## src/rtl/control_p4_pkg.sv

```systemverilog
// Shared types for the control-plane AXI4-Lite router:
// FSM states, AXI response codes, slave-select decode.
package control_p4_pkg;

   typedef enum logic [2:0] {
      IDLE,
      WR_REQ,
      WR_RSP,
      WR_DONE,
      RD_REQ,
      RD_RSP,
      RD_DONE
   } state_e;

   localparam logic [1:0] RESP_OKAY   = 2'b00;
   localparam logic [1:0] RESP_SLVERR = 2'b10;
   localparam logic [1:0] RESP_DECERR = 2'b11;

   function automatic logic [1:0] sel_field(input logic [31:0] off,
                                            input int unsigned lsb);
      return off[lsb +: 2];
   endfunction

endpackage

```

## src/rtl/axil_watchdog.sv

```systemverilog
// Handshake watchdog: counts enabled cycles since the last clear
// and flags expiry on the last allowed cycle.
module axil_watchdog #(
   parameter int unsigned C_TIMEOUT_CYCLES = 1024
) (
   input  logic clk_i,
   input  logic rst_i,
   input  logic clear_i,
   input  logic enable_i,
   output logic expire_o
);

   localparam int unsigned CW = $clog2(C_TIMEOUT_CYCLES);
   localparam logic [CW-1:0] LAST = CW'(C_TIMEOUT_CYCLES - 1);

   logic [CW-1:0] cnt_q, cnt_d;

   always_comb begin
      cnt_d = cnt_q;
      if (clear_i) begin
         cnt_d = '0;
      end else if (enable_i && cnt_q != LAST) begin
         cnt_d = cnt_q + CW'(1);
      end
   end

   always_ff @(posedge clk_i or posedge rst_i) begin
      if (rst_i) cnt_q <= '0;
      else       cnt_q <= cnt_d;
   end

   assign expire_o = enable_i & ~clear_i & (cnt_q == LAST);

endmodule

```

## src/rtl/control_axil_vswitch_router.sv

```systemverilog
// AXI4-Lite router: one host master to N virtual-switch slaves,
// one transaction at a time, with decode errors and timeouts.
module control_axil_vswitch_router
   import control_p4_pkg::*;
#(
   parameter int unsigned C_S_AXI_DATA_WIDTH = 32,
   parameter int unsigned C_S_AXI_ADDR_WIDTH = 32,
   parameter int unsigned C_NUM_SLAVES       = 4,
   parameter logic [C_S_AXI_ADDR_WIDTH-1:0] C_BASE_ADDRESS = '0,
   parameter int unsigned C_SEL_LSB          = 16,
   parameter int unsigned C_TIMEOUT_CYCLES   = 1024
) (
   input  logic M_AXI_ACLK,
   input  logic M_AXI_ARESET,
   input  logic [C_S_AXI_ADDR_WIDTH-1:0] M_AXI_AWADDR,
   input  logic M_AXI_AWVALID,
   output logic M_AXI_AWREADY,
   input  logic [C_S_AXI_DATA_WIDTH-1:0] M_AXI_WDATA,
   input  logic [C_S_AXI_DATA_WIDTH/8-1:0] M_AXI_WSTRB,
   input  logic M_AXI_WVALID,
   output logic M_AXI_WREADY,
   output logic [1:0] M_AXI_BRESP,
   output logic M_AXI_BVALID,
   input  logic M_AXI_BREADY,
   input  logic [C_S_AXI_ADDR_WIDTH-1:0] M_AXI_ARADDR,
   input  logic M_AXI_ARVALID,
   output logic M_AXI_ARREADY,
   output logic [C_S_AXI_DATA_WIDTH-1:0] M_AXI_RDATA,
   output logic [1:0] M_AXI_RRESP,
   output logic M_AXI_RVALID,
   input  logic M_AXI_RREADY,
   output logic [C_NUM_SLAVES*C_S_AXI_ADDR_WIDTH-1:0] S_AXI_AWADDR,
   output logic [C_NUM_SLAVES-1:0] S_AXI_AWVALID,
   input  logic [C_NUM_SLAVES-1:0] S_AXI_AWREADY,
   output logic [C_NUM_SLAVES*C_S_AXI_DATA_WIDTH-1:0] S_AXI_WDATA,
   output logic [C_NUM_SLAVES*C_S_AXI_DATA_WIDTH/8-1:0] S_AXI_WSTRB,
   output logic [C_NUM_SLAVES-1:0] S_AXI_WVALID,
   input  logic [C_NUM_SLAVES-1:0] S_AXI_WREADY,
   input  logic [2*C_NUM_SLAVES-1:0] S_AXI_BRESP,
   input  logic [C_NUM_SLAVES-1:0] S_AXI_BVALID,
   output logic [C_NUM_SLAVES-1:0] S_AXI_BREADY,
   output logic [C_NUM_SLAVES*C_S_AXI_ADDR_WIDTH-1:0] S_AXI_ARADDR,
   output logic [C_NUM_SLAVES-1:0] S_AXI_ARVALID,
   input  logic [C_NUM_SLAVES-1:0] S_AXI_ARREADY,
   input  logic [C_NUM_SLAVES*C_S_AXI_DATA_WIDTH-1:0] S_AXI_RDATA,
   input  logic [2*C_NUM_SLAVES-1:0] S_AXI_RRESP,
   input  logic [C_NUM_SLAVES-1:0] S_AXI_RVALID,
   output logic [C_NUM_SLAVES-1:0] S_AXI_RREADY,
   output logic [15:0] STAT_TIMEOUT_CNT
);

   localparam int unsigned DW = C_S_AXI_DATA_WIDTH;
   localparam int unsigned AW = C_S_AXI_ADDR_WIDTH;
   localparam int unsigned SW = DW / 8;

   state_e state_q, state_d;
   logic prio_q, prio_d;
   logic [AW-1:0] addr_q, addr_d;
   logic [DW-1:0] wdata_q, wdata_d, rdata_q, rdata_d;
   logic [SW-1:0] wstrb_q, wstrb_d;
   logic [1:0] sel_q, sel_d, resp_q, resp_d;
   logic aw_pend_q, aw_pend_d, w_pend_q, w_pend_d;
   logic drain_b_q, drain_b_d, drain_r_q, drain_r_d;
   logic [15:0] tocnt_q, tocnt_d;

   logic both, take_wr, take_rd, accept, m_map;
   logic [AW-1:0] m_addr, m_off;
   logic [1:0] m_sel;
   int unsigned si;
   logic [1:0] s_bresp, s_rresp;
   logic [DW-1:0] s_rdata;
   logic aw_hs, w_hs, ar_hs, b_hs, r_hs;
   logic wd_clr, wd_en, wd_exp, in_wr;

   // prio_q = 0 means a write wins when both directions are pending
   assign both    = M_AXI_AWVALID & M_AXI_WVALID & M_AXI_ARVALID;
   assign take_wr = (state_q == IDLE) & M_AXI_AWVALID & M_AXI_WVALID
                  & (~M_AXI_ARVALID | ~prio_q);
   assign take_rd = (state_q == IDLE) & M_AXI_ARVALID & ~take_wr;
   assign accept  = take_wr | take_rd;
   assign m_addr  = take_wr ? M_AXI_AWADDR : M_AXI_ARADDR;
   assign m_off   = m_addr ^ C_BASE_ADDRESS;
   assign m_sel   = sel_field(32'(m_off), C_SEL_LSB);
   assign m_map   = (m_off >> (C_SEL_LSB + 2)) == '0;

   assign si      = 32'(sel_q);
   assign s_bresp = S_AXI_BRESP[si*2 +: 2];
   assign s_rresp = S_AXI_RRESP[si*2 +: 2];
   assign s_rdata = S_AXI_RDATA[si*DW +: DW];

   assign aw_hs = (state_q == WR_REQ) & aw_pend_q & S_AXI_AWREADY[sel_q];
   assign w_hs  = (state_q == WR_REQ) & w_pend_q & S_AXI_WREADY[sel_q];
   assign ar_hs = (state_q == RD_REQ) & S_AXI_ARREADY[sel_q];
   assign b_hs  = (state_q == WR_RSP) & S_AXI_BVALID[sel_q];
   assign r_hs  = (state_q == RD_RSP) & S_AXI_RVALID[sel_q];

   assign in_wr  = (state_q == WR_REQ) | (state_q == WR_RSP);
   assign wd_en  = in_wr | (state_q == RD_REQ) | (state_q == RD_RSP);
   assign wd_clr = accept | aw_hs | w_hs | ar_hs | b_hs | r_hs;

   axil_watchdog #(
      .C_TIMEOUT_CYCLES(C_TIMEOUT_CYCLES)
   ) u_wd (
      .clk_i   (M_AXI_ACLK),
      .rst_i   (M_AXI_ARESET),
      .clear_i (wd_clr),
      .enable_i(wd_en),
      .expire_o(wd_exp)
   );

   always_ff @(posedge M_AXI_ACLK or posedge M_AXI_ARESET) begin
      if (M_AXI_ARESET) begin
         state_q   <= IDLE;
         prio_q    <= 1'b0;
         addr_q    <= '0;
         wdata_q   <= '0;
         wstrb_q   <= '0;
         rdata_q   <= '0;
         sel_q     <= '0;
         resp_q    <= '0;
         aw_pend_q <= 1'b0;
         w_pend_q  <= 1'b0;
         drain_b_q <= 1'b0;
         drain_r_q <= 1'b0;
         tocnt_q   <= '0;
      end else begin
         state_q   <= state_d;
         prio_q    <= prio_d;
         addr_q    <= addr_d;
         wdata_q   <= wdata_d;
         wstrb_q   <= wstrb_d;
         rdata_q   <= rdata_d;
         sel_q     <= sel_d;
         resp_q    <= resp_d;
         aw_pend_q <= aw_pend_d;
         w_pend_q  <= w_pend_d;
         drain_b_q <= drain_b_d;
         drain_r_q <= drain_r_d;
         tocnt_q   <= tocnt_d;
      end
   end

   always_comb begin
      state_d   = state_q;
      prio_d    = prio_q;
      addr_d    = addr_q;
      wdata_d   = wdata_q;
      wstrb_d   = wstrb_q;
      rdata_d   = rdata_q;
      sel_d     = sel_q;
      resp_d    = resp_q;
      aw_pend_d = aw_pend_q;
      w_pend_d  = w_pend_q;
      drain_b_d = drain_b_q;
      drain_r_d = drain_r_q;
      tocnt_d   = tocnt_q;
      case (state_q)
         IDLE: begin
            if (accept) begin
               addr_d    = m_addr;
               wdata_d   = M_AXI_WDATA;
               wstrb_d   = M_AXI_WSTRB;
               sel_d     = m_sel;
               drain_b_d = 1'b0;
               drain_r_d = 1'b0;
               if (both) prio_d = ~prio_q;
               if (!m_map) begin
                  resp_d  = RESP_DECERR;
                  rdata_d = '0;
                  state_d = take_wr ? WR_DONE : RD_DONE;
               end else if (take_wr) begin
                  aw_pend_d = 1'b1;
                  w_pend_d  = 1'b1;
                  state_d   = WR_REQ;
               end else begin
                  state_d = RD_REQ;
               end
            end
         end
         WR_REQ: begin
            if (aw_hs) aw_pend_d = 1'b0;
            if (w_hs) w_pend_d = 1'b0;
            if ((~aw_pend_q | aw_hs) & (~w_pend_q | w_hs)) state_d = WR_RSP;
         end
         WR_RSP: begin
            if (b_hs) begin
               resp_d  = s_bresp;
               state_d = WR_DONE;
            end
         end
         RD_REQ: begin
            if (ar_hs) state_d = RD_RSP;
         end
         RD_RSP: begin
            if (r_hs) begin
               resp_d  = s_rresp;
               rdata_d = s_rdata;
               state_d = RD_DONE;
            end
         end
         WR_DONE: if (M_AXI_BREADY) state_d = IDLE;
         RD_DONE: if (M_AXI_RREADY) state_d = IDLE;
         default: state_d = IDLE;
      endcase
      // The aborted slave keeps its response ready up until the next accept
      if (wd_exp) begin
         aw_pend_d = 1'b0;
         w_pend_d  = 1'b0;
         resp_d    = RESP_SLVERR;
         rdata_d   = '0;
         drain_b_d = in_wr;
         drain_r_d = ~in_wr;
         tocnt_d   = (tocnt_q == 16'hFFFF) ? tocnt_q : tocnt_q + 16'd1;
         state_d   = in_wr ? WR_DONE : RD_DONE;
      end
   end

   always_comb begin
      M_AXI_AWREADY = take_wr & ~M_AXI_ARESET;
      M_AXI_WREADY  = take_wr & ~M_AXI_ARESET;
      M_AXI_ARREADY = take_rd & ~M_AXI_ARESET;
      M_AXI_BVALID  = (state_q == WR_DONE);
      M_AXI_RVALID  = (state_q == RD_DONE);
      M_AXI_BRESP   = resp_q;
      M_AXI_RRESP   = resp_q;
      M_AXI_RDATA   = rdata_q;
      S_AXI_AWADDR  = {C_NUM_SLAVES{addr_q}};
      S_AXI_ARADDR  = {C_NUM_SLAVES{addr_q}};
      S_AXI_WDATA   = {C_NUM_SLAVES{wdata_q}};
      S_AXI_WSTRB   = {C_NUM_SLAVES{wstrb_q}};
      S_AXI_AWVALID = '0;
      S_AXI_WVALID  = '0;
      S_AXI_ARVALID = '0;
      S_AXI_BREADY  = '0;
      S_AXI_RREADY  = '0;
      S_AXI_AWVALID[sel_q] = (state_q == WR_REQ) & aw_pend_q;
      S_AXI_WVALID[sel_q]  = (state_q == WR_REQ) & w_pend_q;
      S_AXI_ARVALID[sel_q] = (state_q == RD_REQ);
      S_AXI_BREADY[sel_q]  = (state_q == WR_RSP) | drain_b_q;
      S_AXI_RREADY[sel_q]  = (state_q == RD_RSP) | drain_r_q;
      STAT_TIMEOUT_CNT = tocnt_q;
   end

endmodule

```

## config.mk

```make
export PLATFORM = sky130hd
export DESIGN_NAME = control_axil_vswitch_router
export DESIGN_NICKNAME = d
export VERILOG_FILES = /design/src/rtl/control_p4_pkg.sv /design/src/rtl/axil_watchdog.sv /design/src/rtl/control_axil_vswitch_router.sv
export SDC_FILE = /design/constraint.sdc
export NUM_CORES = 1
export LEC_CHECK = 0
export BUFFER_PORTS_ARGS = -buffer_cell sky130_fd_sc_hd__clkbuf_2
export CAP_MARGIN = 20
export CELL_PAD_IN_SITES_DETAIL_PLACEMENT = 1
export CELL_PAD_IN_SITES_GLOBAL_PLACEMENT = 2
export CORE_AREA = 3 3 293 295
export DETAILED_ROUTE_END_ITERATION = 16
export DIE_AREA = 0 0 296 298
export PLACE_DENSITY = 0.54
export SLEW_MARGIN = 10
export SYNTH_ARGS = -nofsm -noshare
export SYNTH_HDL_FRONTEND = slang
export SYNTH_HIERARCHICAL = 1
export SYNTH_SLANG_ARGS = --single-unit
```

## constraint.sdc

```tcl
create_clock -name M_AXI_ACLK -period 7.4 [get_ports M_AXI_ACLK]
set_input_delay 0.74 -clock M_AXI_ACLK [delete_from_list [all_inputs] [get_ports M_AXI_ACLK]]
set_output_delay 0.74 -clock M_AXI_ACLK [all_outputs]
set_load 0.02 [all_outputs]
```

# Word-level counts from Yosys, hierarchy flattened
# Cells that the tools add are included.
# word_totals
ff_bits	138
inputBits	271
out_inout_bits	477
# op_classes
add_sub_neg	2
order_cmp	2
eq_ne	21
n_shift	3
n_mux	52
bitwise_logic	47
n_reduce_logical	19
# op_table
operator	n
$mux W32	5
$shiftx A128 B8 Y32	1
$pmux W32 S2	1
$mux W3	12
$logic_not A32 Y1	1
$ne A3 B2 Y1 const B	10
$pmux W3 S7	1
$and A4 B4 Y4	5
$mux W10	2
$and A1 B1 Y1	19
$mux W1	17
$add A16 B1 Y16 const B	1
$eq A16 B16 Y1 const B	1
$shiftx A8 B4 Y2	2
$reduce_and A5 Y1	3
$or A1 B1 Y1	14
$add A10 B1 Y10 const B	1
$bmux W1 S2	5
$eq A10 B10 Y1 const B	1
$mux W2	5
$ne A10 B10 Y1 const B	1
$eq A3 B3 Y1 const B	3
$not A1 Y1	9
$reduce_and A7 Y1	1
other kinds (16)	25

# Logic depth before layout (Yosys ltp)
# Gate-level depths: netlist of run 1.
# depth
ltp_word	17
depth_mapped	14
mapped_depth_nobuf	10

# Cells and area by module
# The synthesis of run 1 kept the hierarchy.
# by_module_without_submodules
module	n_inst	cells_each	area_per_inst_um2	seq_area_each_um2
control_axil_vswitch_router	1	953	9362.7	3153.0
axil_watchdog	1	73	658.1	250.2

# Worst setup path after synthesis of run 1
# OpenSTA, ideal clock, no wires.
# synth_timing
path_kind	reg2reg
start	register addr_q[16] (netlist name)
end	register tocnt_q[13] (netlist: STAT_TIMEOUT_CNT[13])
arrival_time_ns	4.160
required_ns	7.320
path_slack_ns	3.160
stages_incl_launch_ff	15
n_path_buf	5
synth_period_minus_slack_ns	4.240
cell_sequence	dfrtp_1 -> buf_6 -> buf_2 -> buf_2 -> mux2_2 -> a32oi_1 -> nand4_1 -> buf_2 -> nor4_1 -> inv_1 -> a41oi_1 -> buf_4 -> nand4_1 -> nor3_1 -> xor2_1
# synth_rtl
item	line	text
end signal: assignment	control_axil_vswitch_router.sv:139	tocnt_q <= tocnt_d;
end: declaration	control_axil_vswitch_router.sv:64	logic [15:0] tocnt_q, tocnt_d;

==> results of run 1 <==
[worst max-delay path: stages (launching register included)]
cell	delay, ns
dfrtp_2	0.79
buf_4	0.42
mux4_2	0.39
nand2b_1	0.16
nand3_1	0.15
nand4_1	0.64
nor4_2	0.51
inv_1	0.23
a41oi_1	0.77
nand4_1	0.29
nor3_1	0.26
xor2_1	0.16
[power by group]
group | total (mW) | switching, mW | internal, mW
Combinational | 3.72 | 2.48 | 1.25
Sequential | 1.55 | 0.552 | 0.995
Clock | 0.866 | 0.402 | 0.464
[metrics by stage]
| step | cell area, sq um | setup slack [ns] |
|---|---|---|
| global placement | 12400 | 2.43 |
| CTS | 13000 | 2.38 |
| detailed placement | 12400 | 2.40 |
| floorplan | 10000 | 3.16 |
| finish | 13000 | 2.53 |
| global route | 13000 | 1.89 |
[Yosys cell counts (8+ instances only)]
cell | count | area [sq um]
nor2_1 | 36 | 135
nor4_1 | 8 | 50.1
nand3_1 | 45 | 225
mux4_2 | 39 | 878
buf_2 | 21 | 105
xnor2_1 | 12 | 105
nor3_1 | 12 | 60.1
dfrtp_1 | 136 | 3400
nand2_1 | 84 | 315
mux2_2 | 43 | 484
nand4_1 | 17 | 106
buf_4 | 341 | 2560
inv_1 | 9 | 33.8
o21ai_0 | 37 | 185
nand2b_1 | 9 | 56.3
a21oi_1 | 40 | 200
clkbuf_1 | 19 | 71.3
mux2i_1 | 36 | 360
[layout make-up]
type,count,area (sq um),share of cell area
clock buffers,19,433,0.0333
flip-flops and latches,136,3410,0.262
multi-input cells,493,3820,0.294
inverters,9,38.8,0.00299
clock inverters,13,123,0.00944
repair buffers,758,3820,0.294
well taps,1080,1350,0.104
[routing by layer]
layer  GRT usage  routed length, um
met5           0                 13
met4      0.0321                759
met3      0.0308               3590
met2       0.177              23200
met1       0.110              17600
[state kept, by name, indices dropped and copies added (netlist names)]
signal / count
state_q: 3
aw_pend_q: 1
STAT_TIMEOUT_CNT: 16
u_wd/cnt_q: 10
drain_b_q: 1
w_pend_q: 1
M_AXI_RDATA: 32
wstrb_q: 4
prio_q: 1
addr_q: 32
drain_r_q: 1
M_AXI_BRESP: 2
wdata_q: 32
[final timing paths]
path | depth (start not counted) | slack [ns] | to | start
worst min-delay path | 1 | 0.49 | STAT_TIMEOUT_CNT[13] | STAT_TIMEOUT_CNT[13]
max in group asynchronous | 3 | 5.27 | addr_q[16] | M_AXI_ARESET
min in group asynchronous | 2 | 0.57 | u_wd/cnt_q[4] | M_AXI_ARESET
worst max-delay path | 11 | 2.53 | STAT_TIMEOUT_CNT[13] | addr_q[17]
worst max register to register | 11 | 2.53 | STAT_TIMEOUT_CNT[13] | addr_q[17]
worst min register to register | 1 | 0.49 | STAT_TIMEOUT_CNT[13] | STAT_TIMEOUT_CNT[13]
[kinds of logic (layout without fill, tap and decap cells)]
family,after synthesis,in the layout
AO/OA/AOI/OAI,111,111
buffers and inverters,397,799
XOR/XNOR,17,17
multiplexers,121,121
adder cells (fa/ha/maj),2,2
AND/OR/NAND/NOR,242,242
flip-flops,136,136
==> key figures, run 1 <==
Outcome
  • Status: finished, final reports clean

Synthesis
  • Avg Cell Area, Syn: 9.77 sq um
  • Synth Area in Simple Gates: 0.118
  • Cells after synthesis: 1026
  • Post-synthesis adder-cell area fraction: 0.00250
  • Sequential-to-total area share from yosys stat: 0.340
  • Synth Net Count: 1299
  • Count of state elements after synthesis: 136
  • Post-synthesis compound-gate area fraction: 0.0668
  • Most common flop cell mapped by yosys: dfrtp_1
  • Largest family of logic cells by synthesized area: buffers and inverters
  • FFs w/ async S/R, synth: 1.00
  • Post-synthesis mux area share: 0.177
  • Synth warn: 6
  • Mapped cell area: 0.0100 sq mm
  • Post-synthesis share of cell area spent on xor and xnor gates: 0.0149
  • Synth cell types: between 50 and 60
  • Number of enable flip-flop cells after synthesis: 0

STA
  • Total negative slack: 0 ns
  • Hold Vio Cnt, Final: 0
  • Final Cycle Share: 0.659
  • Worst-Margin Slew: 1.02 ns
  • Skew final: 0.0115 ns
  • Tmin final: approximately 5 ns
  • Max_slew headroom: 0.316
  • Finish-stage setup viols: 0
  • Fin. max-slew vios: 0
  • Hold slack: 0.491 ns
  • RSZ-0062 raised after global routing: false
  • Fmax achieved: 205 MHz

Floorplanning
  • Initial Util: 0.120
  • I/O pins: 748
  • Die height: roughly 300 um
  • Core area: around 0.083 sq mm
  • DIE WIDTH: 296 um
  • FP Rows: 106
  • Die ar.: 0.0882 sq mm

Cells and area
  • Commonest non-fill, non-tap cell in the layout: clkbuf_2
  • Layout net count: 1688
  • Fillers: 10000
  • Fin util: 0.156
  • Diode count: 0
  • Fraction of layout cells with a size suffix above 1: 0.619
  • Cell Count, Final, Fillers Out: 2508
  • Area Growth Syn to Fin: 29.6%
  • Commonest non-fill, non-tap cells in the layout: 747 x clkbuf_2, 134 x dfrtp_1, 84 x nand2_1

Power
  • Leak: 6.70 nW
  • PD cells: 472 mW/mm^2
  • Overall Power: 6.14 mW
  • Worst-case vdd ir drop: 0.000168 V

Clock network
  • Worst-Skew Late Latency: 0.47 ns
  • CTS Sinks: 136
  • TritonCTS Buffers: 17
  • H-Tree Depth: 4
  • Root Buffer: clkbuf_16
  • # Post-CTS Setup Buffers: 0
  • Clock transition at the registers of the reported paths: 0.06 ns
  • Post-CTS sizing: 0
  • CTS tree: done
  • Clk buf depth: 2
  • Count of hold-fix buffers inserted at cts: 0

Placed design
  • Gpl congestion: 0.862
  • Detailed placer's ending HPWL: approximately 37000 um
  • Dpl cells: around 2500
  • Port Buffers: 747

Detailed routing
  • Vias per Instance: 3.50
  • DRT antenna net count: 0
  • Wire per inst: between 15 and 20 um
  • DRC: 0
  • Vias: 8787
  • Routed wire length: 45200 um
  • TritonRoute pass-1 iters: 4
  • Detailed router's first-iteration violation count: 225

Worst setup path
  • Maximum fanout along the worst path: 25
  • Worst Path Required: 7.78 ns
  • Startpoint Class: flip-flop
  • Kind of critical path: flip-flop to flip-flop
  • Critical Path Sink Type: flip-flop
  • CP Data Arrival Time: 5.26 ns

Hold path
  • Class of the worst hold path: flip-flop to flip-flop

Job
  • Max Cap Viol: 0

GRT
  • First-pass GRT wire length: 64100 um
  • Vias in the first global route: just over 9000
  • Total congestion overflow: 0
  • Total GRT Usage: 0.0990
  • Initial antenna violation count: 5
  • Largest net degree at the start of global routing: 75
No activity file was read; power rests on OpenSTA's default activity.
==> run 2, diff against run 1 <==
- ABC_AREA: unset -> 1
- CORE_AREA: 3 3 293 295 -> 3 3 287 289
- DIE_AREA: 0 0 296 298 -> 0 0 290 292
- PLACE_DENSITY: 0.54 -> 0.59
- clock period: 7.4 -> 4.5 ns (I/O delays scaled with it)
==> run 2 against run 1 <==
Against the previous run:
- critical endpoint is now M_AXI_RDATA[3]
- register-to-register slack got worse by 2.0 ns
- area after synthesis down 0.99%
- final cell count rose by 11%
- largest power group unchanged
- critical path depth grew 8
- global-route usage is 1.1 points higher
- routed wire length up 5.3%
- non-clock buffer count grew 10
- highest routed layer unchanged
- hold slack worse by 0.34 ns
==> key figures, run 2 <==
Worst setup path
  • Worst Path Required: 4.84 ns (-2.94 ns)
  • CP Data Arrival Time: 4.30 ns (-0.96 ns)
  • Maximum fanout along the worst path: 64 (+160%)
  • Worst reg2reg setup slack: 0.54 ns (-1.99 ns)
  • Critical R2R Launch: addr_q[16]
  • Reg2Reg Depth: 19 (+8)
  • Capture point of the worst path: M_AXI_RDATA[3]
  • Critical Path Source: addr_q[16]
  • Kind of critical path: flip-flop to flip-flop
  • R2r endpoint: M_AXI_RDATA[3]
  • Critical Path Sink Type: flip-flop
  • Startpoint Class: flip-flop

GRT
  • Total GRT Usage: 0.110 (+0.0109)
  • Met1 GRT Util: 0.130 (+0.0193)
  • Vias in the first global route: 10500 (+15%)
  • Total congestion overflow: 0 (unchanged)
  • First-pass GRT wire length: 70400 um (+10%)
  • Met3 global-route usage: 0.0408 (+0.0101)
  • Met2 usage: 0.188 (+0.0106)
  • Initial antenna violation count: 7 (+2)
  • Largest net degree at the start of global routing: 65 (-13%)
  • GRT busiest layer: met2

Synthesis
  • Synth cell types: 41 (-31%)
  • Top post-synthesis cells by area: dfrtp_1 34%, buf_4 25%, nand2_1 13%
  • Area leader, netlist: dfrtp_1
  • Area share of the largest cell type after synthesis: 0.343 (+0.00338)
  • Most numerous cell in the Yosys netlist: nand2_1
  • Post-synthesis mux area share: 0 (-0.177)
  • Post-synthesis compound-gate area fraction: 0.124 (+0.0572)
  • Post-synthesis share of cell area spent on xor and xnor gates: 0.0141 (-0.000735)
  • Synth warn: 6 (unchanged)
  • Post-synth top cells: 348 x nand2_1, 337 x buf_4, 136 x dfrtp_1
  • Count of state elements after synthesis: 136 (unchanged)
  • Largest family of logic cells by synthesized area: buffers and inverters
  • Synth Area in Simple Gates: 0.218 (+0.100)
  • Number of enable flip-flop cells after synthesis: 0 (unchanged)
  • Post-synthesis adder-cell area fraction: 0.00252 (+0.0000249)
  • Avg Cell Area, Syn: 7.59 sq um (-22%)
  • Synth Net Count: 1581 (+22%)
  • Cells after synthesis: 1308 (+27%)
  • Most common flop cell mapped by yosys: dfrtp_1
  • Mapped cell area: 0.00992 sq mm (-0.99%)
  • Sequential-to-total area share from yosys stat: 0.343 (+0.00338)
  • FFs w/ async S/R, synth: 1.00 (unchanged)

Placed design
  • DP Worst Slack: 0.465 ns (-1.93 ns)
  • Gpl congestion: 0.773 (-10%)
  • Port Buffers: 747 (unchanged)
  • Detailed placer's ending HPWL: 39700 um (+6.2%)

Floorplanning
  • I/O pins: 748 (unchanged)
  • Die ar.: 0.0847 sq mm (-4.0%)
  • Initial Util: 0.124 (+0.00366)
  • Core area: 0.0802 sq mm (-3.9%)
  • DIE WIDTH: 290 um (-2.0%)
  • Die height: 292 um (-2.0%)
  • FP Rows: 104 (-1.9%)

Cells and area
  • Commonest non-fill, non-tap cell in the layout: clkbuf_2
  • Fillers: 9876 (-1.4%)
  • Area Growth Syn to Fin: 31.2%
  • Layout net count: 1984 (+18%)
  • Fin util: 0.162 (+0.00670)
  • Commonest non-fill, non-tap cells in the layout: 747 x clkbuf_2, 348 x nand2_1, 136 x dfrtp_1
  • Fraction of layout cells with a size suffix above 1: 0.482 (-0.137)
  • Multi-input gate area: 0.00360 sq mm (-5.6%)
  • Sequential cell area: 0.00340 sq mm (-0.15%)

Hold path
  • Class of the worst hold path: input pin to asynchronous set/reset pin

Detailed routing
  • Detailed router's first-iteration violation count: 181 (-20%)
  • Vias per Instance: 3.55 (+1.4%)
  • TritonRoute pass-1 iters: 4 (unchanged)
  • DRT antenna net count: 0 (unchanged)
  • Wire per inst: 17.1 um (-5.1%)
  • DRC: 0 (unchanged)
  • Vias: 9893 (+13%)
  • Routed wire length: 47600 um (+5.3%)

STA
  • Skew final: 0.0112 ns (-0.000332 ns)
  • Worst-Margin Slew: 1.13 ns (+0.113 ns)
  • Hold Vio Cnt, Final: 0 (unchanged)
  • Final Cycle Share: 0.880 (+0.221)
  • Hold slack: 0.151 ns (-0.340 ns)
  • Fin. max-slew vios: 0 (unchanged)
  • Setup WS post-layout: 0.540 ns (-1.99 ns)
  • Finish-stage setup viols: 0 (unchanged)
  • Total negative slack: 0 ns (unchanged)
  • Tmin final: 3.96 ns (-0.913 ns)
  • Max_slew headroom: 0.239 (-0.0765)
  • RSZ-0062 raised after global routing: false
  • Fmax achieved: 253 MHz (+23%)

Clock network
  • Clock transition at the registers of the reported paths: 0.07 ns (about the same)
  • Post-CTS sizing: 0 (unchanged)
  • # Post-CTS Setup Buffers: 0 (unchanged)
  • Count of hold-fix buffers inserted at cts: 0 (unchanged)
  • Root Buffer: clkbuf_16
  • CTS Sinks: 136 (unchanged)
  • Clk buf depth: 2 (unchanged)
  • CTS tree: done
  • H-Tree Depth: 4 (unchanged)
  • TritonCTS Buffers: 17 (unchanged)
  • Worst-Skew Late Latency: 0.47 ns (about the same)

Power
  • PD cells: 802 mW/mm^2 (+70%)
  • Overall Power: 10.4 mW (+70%)
  • Worst-case vdd ir drop: 0.000292 V (+74%)
  • Leak: 7.07 nW (+5.6%)

Outcome
  • Status: finished, final reports clean

Job
  • Max Cap Viol: 0 (unchanged)
## run 2: critical path: stages (launching register included)
cell        delay [ns]
dfrtp_1           0.48
nand2_1           0.27
clkinvlp_4        0.39
a22oi_1           0.28
nand2_1           0.12
nand2_1           0.07
nand2_1           0.05
a211oi_1          0.21
nand3_1           0.18
clkinv_1          0.09
nand2_1           0.05
nor2_1            0.10
buf_4             0.18
inv_1             0.19
nand2_1           0.18
o21ai_1           0.11
a31oi_2           0.30
nand2_8           0.27
nand2_1           0.16
o21ai_1           0.09
## run 2: layer usage
metal  wire length, um  vias up
met5                55        -
met1             19700     4725
li1                  -     4709
met2             23600      416
met3              3590       35
met4               613        8
## run 2: logic make-up after synthesis
kind of cell	Yosys count
simple gates	519
buf+inv	440
compound gates	195
flops	136
xor+xnor	16
fa+ha+maj	2
## run 2: how the worst min path moves through the flow
| stage | from | depth (start not counted) | endpoint |
|---|---|---|---|
| detailed placement | w_pend_q | 2 | w_pend_q |
| floorplan | M_AXI_ARESET | 1 | u_wd/cnt_q[0] |
| CTS | M_AXI_WDATA[18] | 3 | wdata_q[18] |
| global placement | w_pend_q | 2 | w_pend_q |
| finish | M_AXI_ARESET | 2 | u_wd/cnt_q[4] |
| global route | M_AXI_WDATA[19] | 3 | wdata_q[19] |
## run 2: stage by stage
| stage | std cells | cell area (sq um) |
|---|---|---|
| after CTS | 2783 | 13000 |
| final | 2784 | 13000 |
| after floorplan | 1308 | 9920 |
| after detailed placement | 2752 | 12400 |
| after global placement | 2752 | 12400 |
| after global routing | 2784 | 13000 |
## run 2: report_power, final
group	switching (mW)	internal, mW
clock	0.662	0.762
sequential	0.732	1.61
combinational	4.73	1.94
total	6.12	4.32
## run 2: cell type report
| type | instances | share of cell area |
|---|---|---|
| antenna | 1 | 0.000192 |
| clock buffer | 18 | 0.0330 |
| timing repair buffer | 768 | 0.300 |
| inverter | 56 | 0.0170 |
| sequential | 136 | 0.261 |
| multi-input combinational | 732 | 0.277 |
| tap | 1060 | 0.102 |
| clock inverter | 13 | 0.00971 |
==> run 3, diff against run 2 <==
- CORE_AREA: 3 3 287 289 -> 3 3 293 295
- DIE_AREA: 0 0 290 292 -> 0 0 296 298
- clock period: 4.5 -> 3.6 ns (I/O delays scaled with it)
==> run 3 against run 2 <==
Against the previous run:
- sequential power up 23%
- setup slack worse by 0.23 ns
- non-clock buffer count up 16
- count of clock-buffer cells in the layout down 1
- highest routed layer unchanged
- routed wire length up 5.2%
- fmax up 21%
- hold slack worse by 0.082 ns
- critical path depth unchanged
- largest cell class unchanged
- clock power up 46%
- cell area up 2.2%
- largest power group unchanged
- combinational power up 29%
==> key figures, run 3 (synthesized netlist as in run 2, its figures left out) <==
Worst setup path
  • Crit path largest cell delay: 0.38 ns (-0.10 ns)
  • Reg2Reg Depth: 19 (unchanged)
  • Crit path max-delay family: simple AND/OR/NAND/NOR gates
  • Worst reg2reg setup slack: 0.31 ns (-0.23 ns)
  • Worst Path Required: 3.94 ns (-0.90 ns)
  • WP buf/inv: 4 (unchanged)
  • Capture point of the worst path: M_AXI_RDATA[9]
  • Critical R2R Launch: addr_q[17]
  • Critical Path Source: addr_q[17]
  • Kind of critical path: flip-flop to flip-flop
  • Critical Path Sink Type: flip-flop
  • Stages on the worst setup path: 19 (unchanged)
  • CP Data Arrival Time: 3.62 ns (-0.68 ns)
  • Maximum fanout along the worst path: 32 (-50%)
  • Critical-path top delay cell: dfrtp_1
  • Startpoint Class: flip-flop
  • Ordered list of cells on the worst path: nand2_1, inv_1, a22oi_1, nand2_1, nand2_1, nand2_1, a211oi_1, nand3_1, clkinv_1, nand2_1, nor2_4, inv_1, nand2_1, o21ai_1, a31oi_4, buf_4, nand2_8, nand2_1, o21ai_1
  • Most used cell, CP: nand2_1
  • R2r endpoint: M_AXI_RDATA[9]

Floorplanning
  • I/O pins: 748 (unchanged)
  • DIE WIDTH: 296 um (+2.1%)
  • Core area: 0.0834 sq mm (+4.1%)
  • FP Rows: 106 (+1.9%)
  • Die height: 298 um (+2.1%)
  • Die ar.: 0.0882 sq mm (+4.2%)
  • Initial Util: 0.119 (-0.00485)

Hold path
  • Class of the worst hold path: input pin to flip-flop

Cells and area
  • Sequential cell area: 0.00340 sq mm (unchanged)
  • Commonest non-fill, non-tap cell in the layout: clkbuf_2
  • Fin util: 0.159 (-0.00294)
  • Area Growth Syn to Fin: 34.1%
  • Multi-input gate area: 0.00363 sq mm (+0.87%)
  • Layout net count: 2001 (+0.86%)
  • Fraction of layout cells with a size suffix above 1: 0.488 (+0.00535)
  • Cell Count, Final, Fillers Out: 2822 (+1.4%)
  • Commonest non-fill, non-tap cells in the layout: 747 x clkbuf_2, 348 x nand2_1, 136 x dfrtp_1
  • Fillers: 10300 (+4.3%)

Detailed routing
  • DR WL met3: 4240 um (+18%)
  • DRC: 0 (unchanged)
  • DRT antenna net count: 0 (unchanged)
  • Wire per inst: 17.7 um (+3.7%)
  • Max Used Layer: met5
  • Routed wire length: 50000 um (+5.2%)
  • Vias per Instance: 3.55 (about the same)
  • Vias: 10000 (+1.3%)
  • Routed length on met2: 24500 um (+4.0%)
  • Wl on met1: 20600 um (+4.1%)
  • Detailed router's first-iteration violation count: 369 (+100%)
  • TritonRoute pass-1 iters: 4 (unchanged)

Clock network
  • CTS Sinks: 136 (unchanged)
  • Clock transition at the registers of the reported paths: 0.07 ns (about the same)
  • TritonCTS Buffers: 17 (unchanged)
  • Root Buffer: clkbuf_16
  • Count of hold-fix buffers inserted at cts: 0 (unchanged)
  • H-Tree Depth: 4 (unchanged)
  • CTS tree: done
  • Clk buf depth: 2 (unchanged)
  • Worst-Skew Late Latency: 0.48 ns (about the same)

Power
  • PD cells: 1020 mW/mm^2 (+27%)
  • Worst-case vdd ir drop: 0.000356 V (+22%)
  • Leak: 7.23 nW (+2.3%)

STA
  • Fmax achieved: 304 MHz (+21%)
  • Finish-stage setup viols: 0 (unchanged)
  • Final Cycle Share: 0.913 (+0.0328)
  • Tmin final: 3.29 ns (-0.674 ns)
  • Skew final: 0.0261 ns (+0.0149 ns)
  • RSZ-0062 raised after global routing: false
  • Hold Vio Cnt, Final: 0 (unchanged)
  • Fin. max-slew vios: 0 (unchanged)
  • Hold slack: 0.0695 ns (-0.0816 ns)
  • Worst-Margin Slew: 0.814 ns (-0.318 ns)
  • Max_slew headroom: 0.457 (+0.218)

Placed design
  • Detailed placer's ending HPWL: 41400 um (+4.4%)
  • Gpl congestion: 0.831 (+7.5%)
  • Dpl cells: 2786 (+1.2%)
  • Port Buffers: 747 (unchanged)

Outcome
  • Status: finished, final reports clean

GRT
  • Largest net degree at the start of global routing: 68 (+4.6%)
  • Initial antenna violation count: 12 (+5)
  • Total GRT Usage: 0.108 (-0.00202)
  • First-pass GRT wire length: 69700 um (-1.0%)
  • Total congestion overflow: 0 (unchanged)
  • Vias in the first global route: 10100 (-3.6%)

Job
  • Max Cap Viol: 0 (unchanged)
## run 3: worst register-to-register path, stage by stage, from the launching register on
cell,delay [ns]
dfrtp_1,0.38
nand2_1,0.22
inv_1,0.18
a22oi_1,0.22
nand2_1,0.11
nand2_1,0.08
nand2_1,0.05
a211oi_1,0.23
nand3_1,0.20
clkinv_1,0.10
nand2_1,0.08
nor2_4,0.20
inv_1,0.08
nand2_1,0.12
o21ai_1,0.15
a31oi_4,0.23
buf_4,0.19
nand2_8,0.15
nand2_1,0.12
o21ai_1,0.06
## run 3: worst min path at each step
| stage | from | to | depth (start not counted) |
|---|---|---|---|
| after floorplan | M_AXI_ARESET | u_wd/cnt_q[0] | 1 |
| after global placement | prio_q | prio_q | 1 |
| after detailed placement | prio_q | prio_q | 1 |
| after CTS | M_AXI_WDATA[21] | wdata_q[21] | 3 |
| after global routing | M_AXI_WDATA[25] | wdata_q[25] | 3 |
| final | M_AXI_WDATA[21] | wdata_q[21] | 3 |
## run 3: what timing repair did
item,CTS,global route
endpoints found under the setup margin,32,36
cloned,0,1
setup buffers,0,2
pin swaps,0,1
gates resized for setup,2,3
## run 3: layout make-up
class,count,area share
antenna,1,0.000188
clock buffer,17,0.0320
clock inverter,15,0.0174
inverter,56,0.0163
multi-input combinational,733,0.273
sequential,136,0.256
tap,1080,0.102
timing repair buffer,784,0.304
## run 3: power breakdown
group	leakage [nW]	internal [mW]	switching (mW)	total [mW]
combinational	5.17	2.53	6.08	8.62
sequential	1.74	2.01	0.868	2.88
clock	0.322	1.19	0.888	2.08
## run 3: routing by layer
metal | global-route usage | up-vias
met5 | 0 | -
met4 | 0.0265 | 10
met3 | 0.0390 | 38
met2 | 0.185 | 421
met1 | 0.127 | 4818
li1 | - | 4737
## run 3: per-stage QoR
stage / setup WS [ns] / TNS, ns / power [mW] / instance area, sq um
2_1_floorplan: 0.180 / 0 / 10.3 / 9930
3_3_place_gp: 0.109 / 0 / 11.5 / 12600
3_5_place_dp: -0.0446 / -0.679 / 11.6 / 12600
4_1_cts: 0.132 / 0 / 13.8 / 13200
5_1_grt: 0.0149 / 0 / 14.6 / 13300
6_report: 0.314 / 0 / 13.6 / 13300
